$ cat src/rtl/fetch_pkg.sv
// Shared types and constants for the instruction fetch stage.
package fetch_pkg;
    localparam int XLEN       = 32;
    localparam int INSN_BYTES = 4;
    localparam logic [XLEN-1:0] RESET_PC_DEFAULT = 32'h0000_0000;

    typedef struct packed {
        logic [XLEN-1:0] ins;
        logic [XLEN-1:0] pc;
    } fetch_entry_t;
endpackage

$ cat src/rtl/fetch_fifo.sv
// Small synchronous FIFO with flush; used as instruction buffer and PC-tag queue.
module fetch_fifo #(
    parameter int WIDTH = 32,
    parameter int DEPTH = 2
) (
    input  logic                     clk,
    input  logic                     rst,
    input  logic                     push_i,
    input  logic [WIDTH-1:0]         din_i,
    input  logic                     pop_i,
    input  logic                     flush_i,
    output logic [WIDTH-1:0]         dout_o,
    output logic                     full_o,
    output logic                     empty_o,
    output logic [$clog2(DEPTH):0]   count_o
);
    localparam int AW = (DEPTH > 1) ? $clog2(DEPTH) : 1;
    localparam int CW = $clog2(DEPTH) + 1;

    logic [WIDTH-1:0] mem_q [DEPTH];
    logic [AW-1:0]    wr_q;
    logic [AW-1:0]    rd_q;
    logic [CW-1:0]    cnt_q;

    function automatic logic [AW-1:0] ptr_inc(input logic [AW-1:0] p);
        return (p == AW'(DEPTH - 1)) ? '0 : p + AW'(1);
    endfunction

    // Storage is cleared on reset so the head reads as zero while empty.
    always_ff @(posedge clk) begin
        if (rst) begin
            wr_q  <= '0;
            rd_q  <= '0;
            cnt_q <= '0;
            for (int i = 0; i < DEPTH; i++) mem_q[i] <= '0;
        end else if (flush_i) begin
            wr_q  <= '0;
            rd_q  <= '0;
            cnt_q <= '0;
        end else begin
            if (push_i) begin
                mem_q[wr_q] <= din_i;
                wr_q        <= ptr_inc(wr_q);
            end
            if (pop_i) rd_q <= ptr_inc(rd_q);
            cnt_q <= cnt_q + CW'(push_i) - CW'(pop_i);
        end
    end

    assign dout_o  = mem_q[rd_q];
    assign full_o  = (cnt_q == CW'(DEPTH));
    assign empty_o = (cnt_q == '0);
    assign count_o = cnt_q;
endmodule

$ cat src/rtl/instr_fetch_unit.sv
// Fetch stage: owns the PC, issues credit-limited imem reads, buffers responses
// and drops responses that belong to fetches made stale by a redirect.
module instr_fetch_unit
    import fetch_pkg::*;
#(
    parameter logic [XLEN-1:0] RESET_PC  = RESET_PC_DEFAULT,
    parameter int              BUF_DEPTH = 2,
    parameter int              MAX_OUTST = 2
) (
    input  logic            clk,
    input  logic            rst,
    output logic            imem_req_valid,
    output logic [XLEN-1:0] imem_req_addr,
    input  logic            imem_req_ready,
    input  logic            imem_rsp_valid,
    input  logic [XLEN-1:0] imem_rsp_data,
    input  logic            redirect_valid,
    input  logic [XLEN-1:0] redirect_pc,
    output logic            ins_valid,
    output logic [XLEN-1:0] ins,
    output logic [XLEN-1:0] ins_pc,
    input  logic            ins_ready
);
    localparam int CW = $clog2(BUF_DEPTH) + 1;
    localparam int TW = $clog2(MAX_OUTST) + 1;

    logic [XLEN-1:0] pc_q, pc_d;
    logic [CW-1:0]   outst_q, outst_d;
    logic [CW-1:0]   drop_q, drop_d;

    logic            req_fire, rsp_fire, drop_rsp;
    logic            buf_push, buf_pop, buf_full, buf_empty;
    logic [CW-1:0]   buf_count;
    fetch_entry_t    buf_din, buf_dout;
    logic [XLEN-1:0] tag_head;
    logic            tag_full, tag_empty;
    logic [TW-1:0]   tag_count;
    logic [CW:0]     used_slots;

    // Credit counts slots already owed to in-flight requests, so a response always fits.
    assign used_slots     = {1'b0, outst_q} + {1'b0, buf_count};
    assign imem_req_valid = !rst && !redirect_valid
                            && (used_slots < (CW+1)'(BUF_DEPTH))
                            && (outst_q < CW'(MAX_OUTST));
    assign imem_req_addr  = pc_q;

    assign req_fire = imem_req_valid && imem_req_ready;
    assign rsp_fire = imem_rsp_valid && (outst_q != '0);
    assign drop_rsp = rsp_fire && (drop_q != '0);
    assign buf_push = rsp_fire && !drop_rsp && !redirect_valid;
    assign buf_din  = '{ins: imem_rsp_data, pc: tag_head};

    assign ins_valid = !buf_empty && !redirect_valid;
    assign buf_pop   = ins_valid && ins_ready;
    assign ins       = buf_dout.ins;
    assign ins_pc    = buf_dout.pc;

    assign outst_d = outst_q + CW'(req_fire) - CW'(rsp_fire);

    always_comb begin
        drop_d = drop_q;
        pc_d   = pc_q;
        if (redirect_valid) begin
            drop_d = outst_d;
            pc_d   = {redirect_pc[XLEN-1:2], 2'b00};
        end else begin
            if (drop_rsp) drop_d = drop_q - CW'(1);
            if (req_fire) pc_d = pc_q + XLEN'(INSN_BYTES);
        end
    end

    always_ff @(posedge clk) begin
        if (rst) begin
            pc_q    <= RESET_PC;
            outst_q <= '0;
            drop_q  <= '0;
        end else begin
            pc_q    <= pc_d;
            outst_q <= outst_d;
            drop_q  <= drop_d;
        end
    end

    fetch_fifo #(.WIDTH($bits(fetch_entry_t)), .DEPTH(BUF_DEPTH)) u_ins_buf (
        .clk     (clk),
        .rst     (rst),
        .push_i  (buf_push),
        .din_i   (buf_din),
        .pop_i   (buf_pop),
        .flush_i (redirect_valid),
        .dout_o  (buf_dout),
        .full_o  (buf_full),
        .empty_o (buf_empty),
        .count_o (buf_count)
    );

    // Tags follow the in-order response stream, so they are never flushed.
    fetch_fifo #(.WIDTH(XLEN), .DEPTH(MAX_OUTST)) u_pc_tags (
        .clk     (clk),
        .rst     (rst),
        .push_i  (req_fire),
        .din_i   (pc_q),
        .pop_i   (rsp_fire),
        .flush_i (1'b0),
        .dout_o  (tag_head),
        .full_o  (tag_full),
        .empty_o (tag_empty),
        .count_o (tag_count)
    );

    a_rsp_tracked:  assert property (@(posedge clk) disable iff (rst) !(imem_rsp_valid && outst_q == '0));
    a_addr_align:   assert property (@(posedge clk) disable iff (rst) imem_req_valid |-> imem_req_addr[1:0] == 2'b00);
    a_tag_sync:     assert property (@(posedge clk) disable iff (rst) int'(tag_count) == int'(outst_q));
    a_tag_nonempty: assert property (@(posedge clk) disable iff (rst) !(rsp_fire && tag_empty));
    a_tag_room:     assert property (@(posedge clk) disable iff (rst) !(req_fire && tag_full));
    a_buf_room:     assert property (@(posedge clk) disable iff (rst) !(buf_push && buf_full && !buf_pop));
endmodule

$ cat config.mk
export PLATFORM = sky130hd
export DESIGN_NAME = instr_fetch_unit
export DESIGN_NICKNAME = d
export VERILOG_FILES = /design/src/rtl/fetch_pkg.sv /design/src/rtl/fetch_fifo.sv /design/src/rtl/instr_fetch_unit.sv
export SDC_FILE = /design/constraint.sdc
export NUM_CORES = 1
export LEC_CHECK = 0
export BUFFER_PORTS_ARGS = -buffer_cell sky130_fd_sc_hd__buf_2
export CORE_AREA = 2 2 124 216
export CTS_BUF_LIST = sky130_fd_sc_hd__clkbuf_8
export DETAILED_ROUTE_END_ITERATION = 16
export DIE_AREA = 0 0 126 218
export MAX_ROUTING_LAYER = met4
export SYNTH_ARGS = -nofsm -noshare
export SYNTH_HDL_FRONTEND = slang
export SYNTH_SLANG_ARGS = --single-unit
$ cat constraint.sdc
create_clock -name clk -period 8.6 [get_ports clk]
set_clock_uncertainty 0.05 [all_clocks]
set_input_delay 0.86 -clock clk [delete_from_list [all_inputs] [get_ports clk]]
set_output_delay 0.86 -clock clk [all_outputs]
set_load 0.01 [all_outputs]
==> qor.csv <==
stage;metric;value;unit
setup_path;Worst R2R Start;u_ins_buf.count_o[0];
synth;asr flop ratio synth;0;%
placed_design;half-perimeter wire length of the detailed placement result;15100;µm
die;horizontal die dimension;126;µm
timing;final worst-path cycle share;45.1;%
setup_path;kind of cell adding the most delay to the critical path;buffers and inverters;
power;Net Sw Frac;26.4;%
timing;Achievable Freq;258;MHz
die;floorplan core area;25800;µm²
setup_path;worst reg2reg path endpoint;drop_q[1];
synth;part of the Yosys area used for sequential elements;63.0;%
cells_and_area;final net count;1036;
grt;antenna violations before repair;0;
synth;number of warnings issued by yosys;0;
grt;global-route wire length before repair;35700;µm
worst_hold_path;path type of the worst min-delay path;reg2reg;
placed_design;cell total after placement;1242;
power;largest vdd supply drop;0.169;mV
placed_design;count of input and output buffers;161;
setup_path;data required time at the worst endpoint;8.70;ns
synth;post-synthesis cell count;794;
setup_path;path depth of the worst reg2reg path;13;
setup_path;Critical Path Stages;11;
power;total internal power;1.95;mW
power;power per unit of standard cell area;222;nW/µm²
grt;overflow left after global routing;0;
cells_and_area;final non-filler cell total;1303;
route;Post-DRT Antenna Nets;0;
synth;average size of a mapped cell;12.7;µm²
clocking;number of clock sinks;226;
clocking;maximum level of the CTS H-tree;2;
grt;largest net degree at the start of global routing;63;
clocking;TritonCTS clock tree;yes;
setup_path;critical path class;in2reg;
setup_path;most used cell, CP;buf_4;
setup_path;arrival time of the worst setup path;3.98;ns
power;part of the total power dissipated in combinational logic;15.1;%
synth;Netlist cell types;49;
setup_path;Buffers & Inverters on Critical Path;7;
cells_and_area;Layout Utilization;46.2;%
timing;post-route minimum period;3.88;ns
synth;dominant cell type by area after synthesis;edfxtp_1;
cells_and_area;Sequential cell area;6370;µm²
setup_path;sort of element at the end of the critical path;register;
timing;actual transition at the worst max-transition pin;1.11;ns
power;portion of total power attributed to sequential cells;50.3;%
clocking;maximum count of clock buffers along a single path;3;
cells_and_area;P&R area growth vs syn;17.8;%
power;static leakage power;4.75;nW
grt;GRT Overall Usage;16.9;%
clocking;Setup Fix Bufs, Post-CTS;0;
timing;final setup violation count;0;
setup_path;cell type of the slowest stage on the worst timing path;buf_4;
placed_design;final estimated routing congestion in global placement;0.845;
placed_design;worst slack at placement;4.12;ns
die;I/O pins;168;
setup_path;Critical path destination;u_ins_buf.mem_q[1][50];
route;via/cell ratio;5.00;
setup_path;worst stage delay on the critical path;0.60;ns
route;Routed wire per std cell;17.4;µm
clocking;cell at the root of the clock tree;clkbuf_8;
timing;relative slew slack;26.2;%
route;routed vias;6517;
setup_path;critical-path cell list;buf_2 > buf_4 > inv_1 > buf_4 > nand3_1 > nor2_2 > buf_4 > nand2_1 > buf_4 > nand2_2 > buf_4;
cells_and_area;diode insertion count for antenna repair;0;
grt;vias in the first global route;6705;
power;Sw Pwr;0.697;mW
setup_path;Setup crit start kind;input pin;
setup_path;CP Max Fanout;42;
timing;final worst slack;4.72;ns
synth;most common flop cell mapped by yosys;edfxtp_1;
clocking;number of buffers added by the clock tree synthesis step;35;
die;Starting Density;39.2;%
die;y dimension of the die;218;µm
timing;RSZ-0062 raised after global routing;false;
route;remaining design rule violation count;0;
clocking;post-CTS sizing;0;
synth;number of enable flip-flop cells after synthesis;184;
cells_and_area;fraction of final layout cells with drive strength greater than 1;30.9;%
synth;top cells by area in the synthesized netlist;edfxtp_1, dfxtp_1, mux2_2;
clocking;Reg clk slew, reported paths;0.06;ns
timing;TNS Setup;0;ns
timing;Final Hold Viols;0;
route;number of iterations in the first detailed-routing pass;5;
cells_and_area;most frequent cells in the layout;edfxtp_1, buf_2, nor2_1;
clocking;Worst-Skew Late Latency;0.53;ns
die;Die Area;27500;µm²
cells_and_area;area of the multi-input gates;3480;µm²
flow_run;number of violations of the max-capacitance limit;0;
cells_and_area;fill cell total of the finished layout;2403;
route;number of violations reported at the end of detailed-routing iteration 0;283;
synth;top cell type's share of synthesized area;54.7;%
setup_path;R2R setup slack;5.08;ns
status;status;finished, final reports clean;
synth;post-synth design cell area;10100;µm²
die;cell row count;78;
timing;hold slack;0.472;ns
cells_and_area;most common cell after layout, fill and taps aside;edfxtp_1;
route;Routed WL;22700;µm
setup_path;timing startpoint of the critical path;redirect_valid;
power;clock power share;34.6;%
clocking;Post-CTS Hold Buffers;0;
synth;flops & latches, synth;226;
timing;max-slew violation total from the final report;0;
[worst min path at each step]
| stage | start | endpoint | slack (ns) | cells after the start |
|---|---|---|---|---|
| after CTS | redirect_pc[22] | imem_req_addr[22] | 0.47 | 3 |
| after detailed placement | u_ins_buf.rd_q | u_ins_buf.rd_q | 0.46 | 2 |
| after global routing | u_ins_buf.rd_q | u_ins_buf.rd_q | 0.50 | 2 |
| after floorplan | u_ins_buf.rd_q | register | 0.43 | 2 |
| after global placement | u_pc_tags.rd_q | register | 0.45 | 2 |
| final | u_ins_buf.rd_q | u_ins_buf.rd_q | 0.47 | 2 |
[metal layers]
layer | vias up | share of wire, % | track usage, %
met3 | 57 | 4.2 | 2.89
met4 | 0 | 3.8 | 7.18
met2 | 184 | 54 | 30.9
li1 | 3158 | - | -
met1 | 3118 | 38 | 17.9
met5 | - | 0 | -
[final cells by class]
cell class | count | area share [%]
Clock buffer | 38 | 4.39
Clock inverter | 23 | 1.47
Inverter | 14 | 0.441
Multi-Input combinational cell | 507 | 29.2
Sequential cell | 226 | 53.5
Tap cell | 320 | 3.36
Timing Repair Buffer | 175 | 7.65
[stage by stage]
stage          area [µm²]  total power, mW
2_1_floorplan       10100             1.62
3_3_place_gp        11200             1.75
3_5_place_dp        11200             1.76
4_1_cts             11900             2.68
5_1_grt             11900             2.77
6_report            11900             2.64
[power groups by stage]
stage	clock network, mW	registers, mW	logic (mW)
after detailed placement	0	1.35	0.405
final	0.915	1.33	0.399
after global placement	0	1.35	0.402
after global routing	0.987	1.34	0.439
after floorplan	0	1.35	0.267
after CTS	0.943	1.33	0.408
[Yosys cell counts, types with 5 or more instances]
| library cell | number |
|---|---|
| nand4_1 | 17 |
| nor3_1 | 15 |
| clkbuf_1 | 36 |
| o21ai_0 | 8 |
| and2_1 | 91 |
| xnor2_1 | 18 |
| nor2_1 | 99 |
| a211oi_1 | 8 |
| mux2_2 | 63 |
| inv_1 | 13 |
| nand2_1 | 32 |
| a21oi_1 | 18 |
| mux2i_1 | 34 |
| o21a_1 | 5 |
| edfxtp_1 | 184 |
| xor2_1 | 12 |
| ha_1 | 6 |
| dfxtp_1 | 42 |
| and3_1 | 32 |
| nand3_1 | 12 |
[kinds of logic after synthesis]
| family | after synthesis | share of synthesized area (%) |
|---|---|---|
| and+or+nand+nor | 317 | 16.7 |
| buffers and inverters | 64 | 3.05 |
| AOI/OAI and AO/OA | 52 | 3.27 |
| xor gates and xnor gates | 30 | 2.60 |
| DFF | 226 | 63.0 |
| other | 1 | 0.0371 |
| adders and majority gates | 7 | 0.941 |
| muxes | 97 | 10.4 |
[worst min-delay path: stages (launching register included)]
cell and delay [ns]:
dfxtp_1 0.33, xnor2_1 0.08, nor2_1 0.07
[state kept, by name (all words and copies together) (netlist names), named ones only]
signal / count
u_pc_tags.mem_q: 60
u_ins_buf.wr_q: 1
imem_req_addr: 30
u_pc_tags.wr_q: 1
u_ins_buf.rd_q: 1
outst_q: 2
drop_q: 2
u_ins_buf.mem_q: 124
u_pc_tags.rd_q: 1
u_ins_buf.count_o: 2
No activity file was read; power rests on OpenSTA's default activity.
